--- src/rtl/vid_timing_pkg.sv ---
// Shared constants for the raster timing generator: raster presets,
// scan-mode constants and counter width helpers.
package vid_timing_pkg;

  // Scan modes
  localparam int PROGRESSIVE = 0;
  localparam int INTERLACED  = 1;

  // 1080i60 (SMPTE 274M interlaced)
  localparam int P1080I60_H_ACTIVE   = 1920;
  localparam int P1080I60_H_TOTAL    = 2200;
  localparam int P1080I60_V_ACTIVE   = 1080;
  localparam int P1080I60_V_TOTAL    = 1125;
  localparam int P1080I60_V_F1_START = 563;

  // 720p60 (SMPTE 296M progressive)
  localparam int P720P60_H_ACTIVE    = 1280;
  localparam int P720P60_H_TOTAL     = 1650;
  localparam int P720P60_V_ACTIVE    = 720;
  localparam int P720P60_V_TOTAL     = 750;

  // 525i (SD interlaced)
  localparam int P525I_H_ACTIVE      = 720;
  localparam int P525I_H_TOTAL       = 858;
  localparam int P525I_V_ACTIVE      = 486;
  localparam int P525I_V_TOTAL       = 525;
  localparam int P525I_V_F1_START    = 263;

  // Bits needed to hold 0..n-1, never narrower than one bit.
  function automatic int cnt_width(input int n);
    return (n < 2) ? 1 : $clog2(n);
  endfunction

  // Bits needed to hold 0..max inclusive, never narrower than one bit.
  function automatic int max_width(input int max);
    return cnt_width(max + 1);
  endfunction

endpackage

--- src/rtl/vtg_wrap_counter.sv ---
// Wrapping counter 0..MAX with increment, synchronous clear and a wrap
// strobe. Resets and clears to MAX so the first increment lands on 0.
// o_next exposes the value the counter takes on the coming edge so the
// parent can decode registered flags aligned with the count.
module vtg_wrap_counter #(
  parameter int MAX = 7,
  parameter int W   = 3
) (
  input  logic         clk_400_000,
  input  logic         RESET,
  input  logic         i_clr,
  input  logic         i_inc,
  output logic [W-1:0] o_count,
  output logic [W-1:0] o_next,
  output logic         o_wrap_out
);

  localparam logic [W-1:0] L_MAX = W'(MAX);

  logic [W-1:0] r_count;
  logic         w_at_max;

  assign w_at_max   = (r_count == L_MAX);
  assign o_wrap_out = i_inc & w_at_max;
  assign o_count    = r_count;

  // Next value: clear wins over increment; increment wraps MAX -> 0.
  always_comb begin
    o_next = r_count;
    if (i_clr) begin
      o_next = L_MAX;
    end else if (i_inc) begin
      o_next = w_at_max ? '0 : r_count + 1'b1;
    end
  end

  // Count register with asynchronous reset to MAX.
  always_ff @(posedge clk_400_000 or posedge RESET) begin
    if (RESET) begin
      r_count <= L_MAX;
    end else begin
      r_count <= o_next;
    end
  end

endmodule

--- src/rtl/vid_timing_gen.sv ---
// Raster timing generator. Advances one pixel per qualified clock enable
// (ce & enable & locked) and produces registered position, blanking,
// field and pulse outputs that are all aligned with h_count/v_count.
// Dropping locked forces everything back to reset values on the next edge.
module vid_timing_gen #(
  parameter int H_ACTIVE   = 1920,
  parameter int H_TOTAL    = 2200,
  parameter int V_ACTIVE   = 1080,
  parameter int V_TOTAL    = 1125,
  parameter int INTERLACED = 1,
  parameter int V_F1_START = 563,
  parameter int FC_W       = 32
) (
  input  logic                       RESET,
  input  logic                       clk_400_000,
  input  logic                       locked,
  input  logic                       enable,
  input  logic                       ce,
  output logic [$clog2(H_TOTAL)-1:0] h_count,
  output logic [$clog2(V_TOTAL)-1:0] v_count,
  output logic                       active,
  output logic                       hblank,
  output logic                       vblank,
  output logic                       field,
  output logic                       sof,
  output logic                       eol,
  output logic [FC_W-1:0]            frame_count
);

  import vid_timing_pkg::*;

  localparam int HW = $clog2(H_TOTAL);
  localparam int VW = $clog2(V_TOTAL);

  localparam bit L_IL = (INTERLACED != PROGRESSIVE);

  // Decode thresholds held at 32 bits so the field-1 end line may equal
  // V_TOTAL without overflowing the line counter width.
  localparam logic [31:0] L_HA     = 32'(H_ACTIVE);
  localparam logic [31:0] L_VA     = 32'(V_ACTIVE);
  localparam logic [31:0] L_VA_F   = 32'(V_ACTIVE / 2);
  localparam logic [31:0] L_F1     = 32'(V_F1_START);
  localparam logic [31:0] L_F1_END = 32'(V_F1_START + V_ACTIVE / 2);

  // Reject impossible rasters at elaboration.
  if (H_ACTIVE >= H_TOTAL) begin : g_bad_h
    $error("vid_timing_gen: H_ACTIVE must be less than H_TOTAL");
  end
  if (V_ACTIVE >= V_TOTAL) begin : g_bad_v
    $error("vid_timing_gen: V_ACTIVE must be less than V_TOTAL");
  end
  if ((INTERLACED != 0) && (V_F1_START + V_ACTIVE / 2 > V_TOTAL)) begin : g_bad_f1
    $error("vid_timing_gen: field 1 runs past V_TOTAL");
  end

  logic          w_adv;
  logic          w_clr;
  logic [HW-1:0] w_h_count;
  logic [HW-1:0] w_h_next;
  logic          w_h_wrap;
  logic [VW-1:0] w_v_count;
  logic [VW-1:0] w_v_next;
  logic          w_v_wrap;
  logic [31:0]   w_h32;
  logic [31:0]   w_v32;
  logic          w_hblank_nx;
  logic          w_vblank_nx;
  logic          w_field_nx;

  logic            r_hblank;
  logic            r_vblank;
  logic            r_active;
  logic            r_field;
  logic            r_sof;
  logic            r_eol;
  logic [FC_W-1:0] r_frame_count;

  assign w_adv = ce & enable & locked;
  assign w_clr = ~locked;

  vtg_wrap_counter #(
    .MAX (H_TOTAL - 1),
    .W   (HW)
  ) u_h_cnt (
    .clk_400_000 (clk_400_000),
    .RESET       (RESET),
    .i_clr       (w_clr),
    .i_inc       (w_adv),
    .o_count     (w_h_count),
    .o_next      (w_h_next),
    .o_wrap_out  (w_h_wrap)
  );

  // The line counter steps only when the pixel counter wraps on an advance.
  vtg_wrap_counter #(
    .MAX (V_TOTAL - 1),
    .W   (VW)
  ) u_v_cnt (
    .clk_400_000 (clk_400_000),
    .RESET       (RESET),
    .i_clr       (w_clr),
    .i_inc       (w_h_wrap),
    .o_count     (w_v_count),
    .o_next      (w_v_next),
    .o_wrap_out  (w_v_wrap)
  );

  assign w_h32 = 32'(w_h_next);
  assign w_v32 = 32'(w_v_next);

  // Blanking and field decode of the position the counters are moving to.
  always_comb begin
    w_hblank_nx = (w_h32 >= L_HA);
    w_vblank_nx = (w_v32 >= L_VA);
    w_field_nx  = 1'b0;
    if (L_IL) begin
      w_vblank_nx = ~((w_v32 < L_VA_F) | ((w_v32 >= L_F1) & (w_v32 < L_F1_END)));
      w_field_nx  = (w_v32 >= L_F1);
    end
  end

  // Flag and frame-counter registers; pulses clear on any non-advance edge.
  always_ff @(posedge clk_400_000 or posedge RESET) begin
    if (RESET) begin
      r_hblank      <= 1'b1;
      r_vblank      <= 1'b1;
      r_active      <= 1'b0;
      r_field       <= L_IL;
      r_sof         <= 1'b0;
      r_eol         <= 1'b0;
      r_frame_count <= '0;
    end else if (!locked) begin
      r_hblank      <= 1'b1;
      r_vblank      <= 1'b1;
      r_active      <= 1'b0;
      r_field       <= L_IL;
      r_sof         <= 1'b0;
      r_eol         <= 1'b0;
      r_frame_count <= '0;
    end else if (w_adv) begin
      r_hblank <= w_hblank_nx;
      r_vblank <= w_vblank_nx;
      r_active <= ~w_hblank_nx & ~w_vblank_nx;
      r_field  <= w_field_nx;
      r_sof    <= w_v_wrap;
      r_eol    <= w_h_wrap;
      if (w_v_wrap) begin
        r_frame_count <= r_frame_count + 1'b1;
      end
    end else begin
      r_sof <= 1'b0;
      r_eol <= 1'b0;
    end
  end

  assign h_count     = w_h_count;
  assign v_count     = w_v_count;
  assign active      = r_active;
  assign hblank      = r_hblank;
  assign vblank      = r_vblank;
  assign field       = r_field;
  assign sof         = r_sof;
  assign eol         = r_eol;
  assign frame_count = r_frame_count;

endmodule

--- config.mk ---
export PLATFORM = sky130hd
export DESIGN_NAME = vid_timing_gen
export DESIGN_NICKNAME = d
export VERILOG_FILES = /design/src/rtl/vid_timing_pkg.sv /design/src/rtl/vtg_wrap_counter.sv /design/src/rtl/vid_timing_gen.sv
export SDC_FILE = /design/constraint.sdc
export NUM_CORES = 1
export LEC_CHECK = 0
export ABC_AREA = 1
export CORE_MARGIN = 5
export CORE_UTILIZATION = 24
export CTS_CLUSTER_SIZE = 25
export DETAILED_ROUTE_END_ITERATION = 10
export SYNTH_ARGS = -nofsm -noshare
export SYNTH_HDL_FRONTEND = slang
export SYNTH_SLANG_ARGS = --single-unit
export TNS_END_PERCENT = 100
--- constraint.sdc ---
create_clock -name clk_400_000 -period 2.3 [get_ports clk_400_000]
set_input_delay 0.23 -clock clk_400_000 [delete_from_list [all_inputs] [get_ports clk_400_000]]
set_output_delay 0.23 -clock clk_400_000 [all_outputs]
set_load 0.005 [all_outputs]
==> results of run 1 <==
-- cells by family (layout without fill, tap and decap cells) --
kind of cell / Yosys count / in the layout
buffers and inverters: 84 / 198
AO/OA/AOI/OAI: 72 / 72
AND/OR/NAND/NOR: 305 / 306
XOR/XNOR: 8 / 8
adder cells (fa/ha/maj): 4 / 4
flip-flops: 61 / 61
-- path summary, 6_finish.rpt --
kind | to | slack [ps] | startpoint | depth (start not counted)
min in group clk_400_000 | vblank | 500 | vblank | 2
max | active | 40 | u_h_cnt.o_count[1] | 16
max in group asynchronous | frame_count[12] | 1370 | RESET | 3
max reg2reg | active | 40 | u_h_cnt.o_count[1] | 16
min reg2reg | vblank | 500 | vblank | 2
min | active | 310 | RESET | 2
-- layout by cell type, fill, tap and decap left out, drive strengths merged, types with 2 or more instances in the layout --
master	instances
a21oi	30
buf	41
nand4	8
clkdlybuf4s50	65
o31ai	2
nand2	140
inv	73
nor4	7
xor2	7
dfstp	13
nand3	44
dfrtp	48
ha	4
o22ai	3
clkinv	5
clkbuf	10
a31oi	2
nor3	14
or2	2
clkinvlp	3
nor2	90
o21ai	26
-- stage by stage --
step / utilization / power, mW / setup TNS [ps] / instance area [sq um] / instances
floorplan: - / 1.51 / 0 / 3830 / 534
global placement: 0.315 / 1.74 / -118 / 4970 / 841
detailed placement: 0.315 / 1.75 / -145 / 4970 / 841
CTS: 0.336 / 3.13 / 0 / 5290 / 858
global route: 0.349 / 3.32 / -222 / 5500 / 865
finish: 0.349 / 3.16 / 0 / 5500 / 865
-- routing by layer --
metal  vias up  wire [microns]  GRT usage
met1      1851            5450      0.170
met2       109            5710      0.211
met3        13             648     0.0355
met5         -               0          0
met4         0             178     0.0370
li1       1950               -          -
-- final cells by class --
cell class              count  share of cell area
multi-input cells         390               0.385
flip-flops and latches     61               0.281
repair buffers            106               0.178
inverters                  76              0.0526
well taps                 216              0.0491
clock buffers              10              0.0435
clock inverters             6              0.0114
-- registers in the layout (all words and copies together), names as in the netlist --
register / cells
frame_count: 32
u_h_cnt.o_count: 12
u_v_cnt.o_count: 11
active: 1
eol: 1
field: 1
hblank: 1
sof: 1
vblank: 1
-- worst max-delay path, cell delays in order (launching register included) --
cell and delay (ps):
dfstp_2 550, ha_4 160, nand3_1 120, nor3_2 150, nand3_2 150, nand2_1 90, inv_1 40, nor2_2 170
nand2_2 120, nor2_2 160, nand2_1 70, nand2_1 80, nand2_1 50, nand2_1 70, nand2_1 50, nand2_1 60
nand2_1 50
-- what timing repair did --
action / 4_1_cts / 5_1_grt
hold buffers: 0 / 0
gates cloned: 0 / 1
endpoints found under the setup margin: 1 / 12
setup buffers: 1 / 6
gates resized for setup: 3 / 46
pin swaps: 1 / 13
hold endpoints to repair: 0 / 0
-- power groups by stage --
stage                     logic, mW  clock network, mW  registers (mW)
after floorplan               0.328                  0            1.18
after global placement        0.563                  0            1.18
after detailed placement      0.566                  0            1.18
after CTS                     0.578               1.39            1.16
after global routing          0.703               1.44            1.17
final                         0.638               1.36            1.17
==> results by group, run 1 <==
Pwr
  • Clock power share: 0.430
  • Seq pwr share: 0.369
  • Combinational Power Share: 0.202
  • Pwr/cell area: 575 mW/mm^2
  • Power Internal: 2.26 mW
  • P_leak: 2.50 nW
  • Sw Pwr: 0.904 mW
  • Peak VDD IR: 0.304 mV
  • Sw frac: 0.286

CTS
  • CTS Root Cell: clkbuf_16
  • Clock Pin Slew Worst Setup and Hold Paths: 60 ps
  • Max Buffers Root-to-Sink: 2
  • Clock sink count: 61
  • Clk_lat worst skew: 330 ps
  • Cts bufs inserted: 9
  • CTS HTree Levels: 3
  • CTS tree: built

Logic synthesis
  • Synthesized-area fraction occupied by and/or/nand/nor cells: 0.374
  • Post-synthesis compound-gate area fraction: 0.106
  • Mux share of post-synthesis cell area: 0
  • Post-synth EDFFs: 0
  • Top cells by area, synth: dfrtp_1 31%, nand2_1 13%, dfstp_2 8.9%
  • Async SR Flop Fraction: 1.00
  • Post-synthesis xor/xnor area fraction: 0.0183
  • Main combinational cell family by area after synthesis: simple AND/OR/NAND/NOR gates
  • Commonest cells in the netlist: 137 x nand2_1, 77 x nor2_1, 68 x inv_1
  • Syn nets: approximately 540
  • Area share of fa/ha/maj cells after synthesis: 0.0131
  • Synthesized cell area: 0.00383 sq mm
  • Synth Flop Type: dfrtp_1
  • Avg Cell Area, Syn: 7.17 sq um
  • Most common cell in the netlist: nand2_1
  • FF+latch count, synth: 61
  • Yosys top cell by area: dfrtp_1
  • Ys Warns: 0
  • Share of the synthesized area in the top cell type: 0.314
  • Synth unique cells: 45
  • Synthesized instance count: 534
  • Post-synthesis sequential area ratio: 0.403

Critical path
  • Worst EP arrival: 2480 ps
  • Critical path peak fanout: 4
  • Crit path kind: register to register
  • Worst Path Required: between 2000 and 3000 ps
  • Critical Path End Type: register
  • Critical path launch point type: register

Job
  • Max_cap viols: 0

Floorplanning
  • Core footprint: about 0.016 sq mm
  • Starting Density: 0.243
  • Die Y: 136 microns
  • Row cnt: 46
  • Die area: 0.0186 sq mm
  • Die width: roughly 140 microns
  • IO Pins: 66

Detailed routing
  • Vias per inst: between 4 and 5
  • Drt drc: 0
  • Starting DRC count in detailed routing: 278
  • ANT nets after route: 0
  • Routed len/inst: 13.9 microns
  • DRT Pass-1 Iters: 5
  • WL final: approximately 12,000 microns
  • Vias: 3,923

STA
  • RSZ-0062 raised after global routing: yes
  • Tmin final: 2260 ps
  • Slew HR: 0.566
  • Final setup fails: 0
  • Fin Clk Skew: roughly 6.7 ps
  • Final Hold Vio Count: 0
  • Final WS setup: 36.9 ps
  • Max-slew violation count: 0
  • Hold Slack: 315 ps
  • Period utilization: 0.984
  • Actual slew at the worst max-slew pin: 650 ps
  • Highest clock rate: 0.442 GHz

Cells and area
  • # nets final: around 650
  • Sequential cell area: 0.00154 sq mm
  • Area delta synth->final: 43.5%
  • Area of the multi-input gates: 0.00212 sq mm
  • Fill count: 1,680
  • Share of post-route cells with drive strength above 1: 0.223
  • Ant. Diodes: 0

GRT
  • Initial antenna violation count: 0
  • First-pass GRT wire length: 19,100 microns
  • Gr ovfl total: 0
  • GRT Overall Usage: 0.130
  • Number of global-route vias before repair: ~3,800
  • Largest net degree at the start of global routing: 34

Place
  • RD Place Congestion: 0.882
  • Post-DP HPWL: just under 9000 microns
  • Pre-CTS setup slack: -108 ps
  • Port buffer count: 65

Hold path
  • Hold Crit Class: input pin to async pin

Status
  • Outcome: complete, no violations
(Power assumes the default switching activity.)
==> inputs of run 2 (changes only) <==
--- a/config.mk
+++ b/config.mk
@@ -7,7 +7,7 @@
 export LEC_CHECK = 0
 export ABC_AREA = 1
 export CORE_MARGIN = 5
-export CORE_UTILIZATION = 24
+export CORE_UTILIZATION = 40
 export CTS_CLUSTER_SIZE = 25
 export DETAILED_ROUTE_END_ITERATION = 10
 export SYNTH_ARGS = -nofsm -noshare
==> run 2 against run 1 <==
The run now ends with setup timing left. Global-route usage grew 6.8 points. Utilization grew 22 points. Flip-flop and latch count is the same. Power shrank 17%. Clock skew grew 5.1 ps. Fmax shrank 2.7%. Design area shrank 4.5%. Combinational power shrank 3%. Non-clock buffer count shrank 2.
==> results by group, run 2 (same netlist as run 1, synthesis figures left out) <==
STA
  • RSZ-0062 raised after global routing: yes
  • Hold Slack: 196 ps
  • Max-slew violation count: 0
  • Final TNS setup: -27.0 ps
  • Final WS setup: -27.0 ps
  • Highest clock rate: 0.430 GHz
  • Final Hold Vio Count: 0
  • Actual slew at the worst max-slew pin: 418 ps
  • Period utilization: 1.01
  • Slew HR: 0.721
  • Tmin final: around 2300 ps
  • Fin Clk Skew: 11.8 ps
  • Final setup fails: 1

Critical path
  • Crit path cell chain: ha_4 > nand2_4 > inv_2 > nand2_2 > nor2_4 > nand2_4 > nor2_8 > nor2_4 > buf_12 > nor4_4 > nand2_2 > nor4_2 > nor3_2
  • Worst EP arrival: ~2500 ps
  • Top Family by Delay on Critical Path: simple AND/OR/NAND/NOR gates
  • Critical path peak fanout: 5
  • Crit path kind: register to register
  • Slowest stage delay, CP: 560 ps
  • Critical Path End Type: register
  • Worst Path Required: 2520 ps
  • Worst path bufs/invs: 2
  • Slowest cell on crit path: dfstp_2
  • Critical path launch point type: register

Pwr
  • Tot Pwr: 2.63 mW
  • P_leak: 2.44 nW
  • Seq pwr share: 0.446
  • Sw frac: 0.311
  • Sw Pwr: 0.816 mW
  • Combinational Power Share: 0.235
  • Power Internal: roughly 1.8 mW
  • Pwr/cell area: 501 mW/mm^2
  • Clock power share: 0.318
  • Peak VDD IR: about 0.31 mV

Place
  • Port buffer count: 65
  • RD Place Congestion: 0.874
  • Post-DP HPWL: 8280 microns
  • Placed cells: about 740
  • Pre-CTS setup slack: -128 ps

Floorplanning
  • Die area: 0.0116 sq mm
  • IO Pins: between 60 and 70
  • Die width: around 110 microns
  • Row cnt: 35
  • Die Y: 108 microns
  • Core footprint: between 0.009 and 0.01 sq mm
  • Starting Density: 0.413

CTS
  • Clock Pin Slew Worst Setup and Hold Paths: ~70 ps
  • Max Buffers Root-to-Sink: 2
  • Clk_lat worst skew: 340 ps
  • Clock sink count: 61
  • Cts bufs inserted: 9
  • CTS tree: built
  • CTS HTree Levels: 3
  • CTS Root Cell: clkbuf_8
  • CTS Hold Bufs: 0

Cells and area
  • Most common library cell in the layout ignoring fill and taps: nand2_1
  • Area delta synth->final: 37.0%
  • Share of post-route cells with drive strength above 1: 0.209
  • Sequential cell area: 0.00154 sq mm
  • Non-filler cells, final: 775
  • # nets final: 650
  • Most frequent cells in the layout: 129 x nand2_1, 65 x nor2_1, 65 x inv_1, 65 x clkdlybuf4s50_1, 48 x dfrtp_1
  • Ant. Diodes: 0
  • Fill count: 918
  • Area of the multi-input gates: 0.00209 sq mm
  • Number of flip-flops under the largest register name: 32

GRT
  • Initial antenna violation count: 0
  • Gr ovfl total: 0
  • GRT Overall Usage: 0.198
  • Number of global-route vias before repair: 3,883
  • First-pass GRT wire length: roughly 18,000 microns
  • Largest net degree at the start of global routing: 25

Job
  • Max_cap viols: 0

Detailed routing
  • WL final: between 10,000 and 15,000 microns
  • ANT nets after route: 0
  • Vias: 3,892
  • Routed len/inst: 14.5 microns
  • DRT Pass-1 Iters: 5
  • Starting DRC count in detailed routing: 98
  • Drt drc: 0
  • Vias per inst: 5.02

Status
  • Outcome: finished with violations
  • Failing checks: setup timing

Hold path
  • Hold Crit Class: input pin to async pin
-- run 2: cell types whose count changed in the layout (fill, tap and decap cells not counted), moves of 2 or more --
cell        delta
clkbuf_16      -8
clkinvlp_4     -2
nand3_2        -5
buf_12         +2
nand2_1        +2
nand3_1        +5
nor2_1         +2
clkbuf_8       +9
nor2_2         -3
buf_4          -4
clkinv_2       +2
-- run 2: area by class of cell --
cell class	instances	area share
timing repair buffer	104	0.191
multi-input combinational	389	0.398
clock buffer	11	0.0269
clock inverter	5	0.00524
inverter	76	0.0546
sequential	61	0.294
tap	129	0.0307
-- run 2: timing repair --
action,in CTS,in global routing
gates resized for setup,1,40
setup endpoints to repair,2,15
buffers inserted,1,13
cloned,0,1
pin swaps,0,12
-- run 2: metal layers --
layer | routed length [microns] | part of all wire | global-route usage
met5 | 0 | 0 | 0
met4 | 178 | 0.016 | 0.0658
met3 | 605 | 0.054 | 0.0384
met2 | 5570 | 0.50 | 0.337
met1 | 4880 | 0.43 | 0.251
-- run 2: worst paths after layout --
kind,slack [ps],to,start,cells past startpoint
worst max register to register,-30,frame_count[7],u_h_cnt.o_count[1],13
worst min-delay path,200,frame_count[12],RESET,2
worst max-delay path,-30,frame_count[7],u_h_cnt.o_count[1],13
max in group asynchronous,1560,u_v_cnt.o_count[10],RESET,3
worst min register to register,510,vblank,vblank,2
min in group clk_400_000,510,vblank,vblank,2
-- run 2: power by group through the flow --
stage                     Clock [mW]  Combinational, mW  Sequential, mW
after global routing           0.911              0.687            1.18
after detailed placement           0              0.553            1.19
after global placement             0              0.548            1.19
after floorplan                    0              0.328            1.18
final                          0.836              0.619            1.17
after CTS                      0.860              0.558            1.17
-- run 2: stage by stage --
step / util / area, sq um
after floorplan: - / 3830
after global placement: 0.519 / 4820
after detailed placement: 0.519 / 4820
after CTS: 0.538 / 4990
after global routing: 0.565 / 5250
final: 0.565 / 5250
==> inputs of run 3 (changes only) <==
==> constraint.sdc (replaced) <==
create_clock -name clk_400_000 -period 2.3 [get_ports clk_400_000]
set_input_delay 0.46 -clock clk_400_000 [delete_from_list [all_inputs] [get_ports clk_400_000]]
set_output_delay 0.46 -clock clk_400_000 [all_outputs]
set_load 0.005 [all_outputs]
==> run 3 against run 2 <==
The run now ends clean. Final cell count up 1.9%. Count of clock-buffer cells in the layout unchanged. First-iteration DRC count up 48%. Combinational power up 5.2%.
==> results by group, run 3 (same netlist as run 1, synthesis figures left out) <==
Status
  • Outcome: complete, no violations

Critical path
  • Slowest cell on crit path: dfstp_2
  • Crit path cell chain: ha_4 > nand3_2 > nor3_2 > nand3_2 > buf_6 > nand2_4 > nand2_4 > nor2_4 > nand3_2 > nor2_2 > nand2_1 > nand2_1 > nand2_1 > nand2_1 > nand2_1 > nand2_1
  • Worst EP arrival: between 2000 and 3000 ps
  • Slowest stage delay, CP: 560 ps
  • Crit path kind: register to register
  • Critical path peak fanout: 5
  • Worst Path Required: 2580 ps
  • Setup slack, reg-to-reg: 7 ps
  • Critical path launch point type: register
  • Worst R2R Path Depth: 16
  • Cell mode on critical path: nand2_1
  • Critical Path End Type: register
  • Reg2reg end: active
  • Worst r2r src: u_h_cnt.o_count[1]

STA
  • Actual slew at the worst max-slew pin: 337 ps
  • Slew HR: 0.775
  • Final Hold Vio Count: 0
  • Final WS setup: 6.98 ps
  • Fin Clk Skew: 17.6 ps
  • Period utilization: 0.997
  • Tmin final: 2290 ps
  • Final setup fails: 0
  • RSZ-0062 raised after global routing: yes
  • Highest clock rate: 0.436 GHz
  • Max-slew violation count: 0
  • Final TNS setup: 0 ps

Hold path
  • Hold Crit Endpoint: vblank
  • Hold_sp: vblank
  • Hold Crit Class: register to register
  • Hold Crit Depth: 2

Pwr
  • Pwr/cell area: between 500 and 600 mW/mm^2
  • Sw frac: 0.298
  • Seq pwr share: 0.410
  • Power Internal: 2.01 mW
  • Clock power share: 0.363
  • Combinational Power Share: 0.227
  • Sw Pwr: 0.856 mW
  • P_leak: 2.57 nW
  • Peak VDD IR: roughly 0.26 mV

Detailed routing
  • WL final: 11,500 microns
  • ANT nets after route: 0
  • Vias per inst: between 5 and 6
  • Vias: 3,952
  • DRT Pass-1 Iters: 5
  • Routed len/inst: 14.5 microns
  • Starting DRC count in detailed routing: 145
  • Drt drc: 0

CTS
  • Clk_lat worst skew: 350 ps
  • CTS Hold Bufs: 0
  • Clock Pin Slew Worst Setup and Hold Paths: 60 ps
  • Clock sink count: 61
  • CTS Root Cell: clkbuf_8
  • Cts bufs inserted: 9
  • Max Buffers Root-to-Sink: 2
  • CTS tree: built
  • CTS HTree Levels: 3

GRT
  • Initial antenna violation count: 0
  • Gr ovfl total: 0
  • GRT Overall Usage: 0.198
  • Largest net degree at the start of global routing: 62
  • Number of global-route vias before repair: about 3,800
  • First-pass GRT wire length: 18,400 microns

Cells and area
  • # nets final: 665
  • Share of post-route cells with drive strength above 1: 0.244
  • Non-filler cells, final: 790
  • Most frequent cells in the layout: 124 x nand2_1, 66 x inv_1, 64 x nor2_1, 64 x clkdlybuf4s50_1, 49 x buf_4
  • Area delta synth->final: 43.2%
  • Number of flip-flops under the largest register name: 32
  • Ant. Diodes: 0
  • Most common library cell in the layout ignoring fill and taps: nand2_1

Floorplanning
  • Die area: roughly 0.012 sq mm
  • Core footprint: 0.00928 sq mm
  • Die width: between 100 and 150 microns
  • Die Y: 108 microns
  • Starting Density: 0.413
  • IO Pins: 66
  • Row cnt: 35

Place
  • Placed cells: 768
  • Pre-CTS setup slack: -306 ps
  • Port buffer count: between 60 and 70
  • RD Place Congestion: 0.890
  • Post-DP HPWL: 8180 microns

Job
  • Max_cap viols: 0
[run 3: cell types whose count changed in the layout (fill, tap and decap cells not counted), sizes merged]
| cell | previous run | this run |
|---|---|---|
| buf | 38 | 54 |
| dlymetal6s2s | 0 | 1 |
| clkdlybuf4s50 | 65 | 64 |
| clkbuf | 12 | 11 |
| bufinv | 0 | 2 |
| clkinv | 7 | 5 |
| clkinvlp | 1 | 0 |
| inv | 73 | 74 |
[run 3: cell type report]
cell class	count	area, sq um
fill	903	3800
clock inverter	5	75.1
sequential	61	1540
clock buffer	11	131
timing repair buffer	119	1100
tap	129	161
inverter	76	290
multi-input combinational	389	2190
[run 3: power by group through the flow]
stage               Clock [mW]  Sequential [mW]  Combinational (mW)
finish                    1.04             1.18               0.651
global placement             0             1.19               0.560
global route              1.12             1.18               0.720
floorplan                    0             1.18               0.328
CTS                       1.08             1.17               0.567
detailed placement           0             1.19               0.562
[run 3: worst max-delay path by stage]
stage	from	slack, ps	to	cells past startpoint
finish	u_h_cnt.o_count[1]	7	active	16
global route	u_h_cnt.o_count[4]	-160	active	17
CTS	u_h_cnt.o_count[0]	5	active	16
detailed placement	ce	-310	active	16
global placement	ce	-290	active	16
floorplan	u_h_cnt.o_count[0]	190	frame_count[18]	15
[run 3: through the flow]
step                utilization  total power, mW  hold slack (ps)  area [sq um]
floorplan                     -             1.51              456          3830
global placement          0.537             1.75              469          4980
detailed placement        0.537             1.75              469          4980
CTS                       0.560             2.82              480          5200
global route              0.591             3.02              508          5490
finish                    0.591             2.87              474          5490
[run 3: what timing repair did]
item,CTS,global route
setup endpoints to repair,1,22
gates cloned,0,0
gates resized for setup,2,67
setup buffers,0,6
pin swaps,0,24
[run 3: layer usage]
metal,share of wire,vias to the layer above,wire length [microns],GRT usage
li1,-,1967,-,-
met4,0.020,0,232,0.0667
met5,0,-,0,0
met1,0.44,1854,5080,0.262
met2,0.48,110,5540,0.327
met3,0.053,21,610,0.0354
[run 3: critical path, delay by kind of cell (launching register included)]
kind                       cells  cell delay (ps)
adders and majority gates      1              170
and+or+nand+nor               14             1310
DFF                            1              560
buffers and inverters          1              180
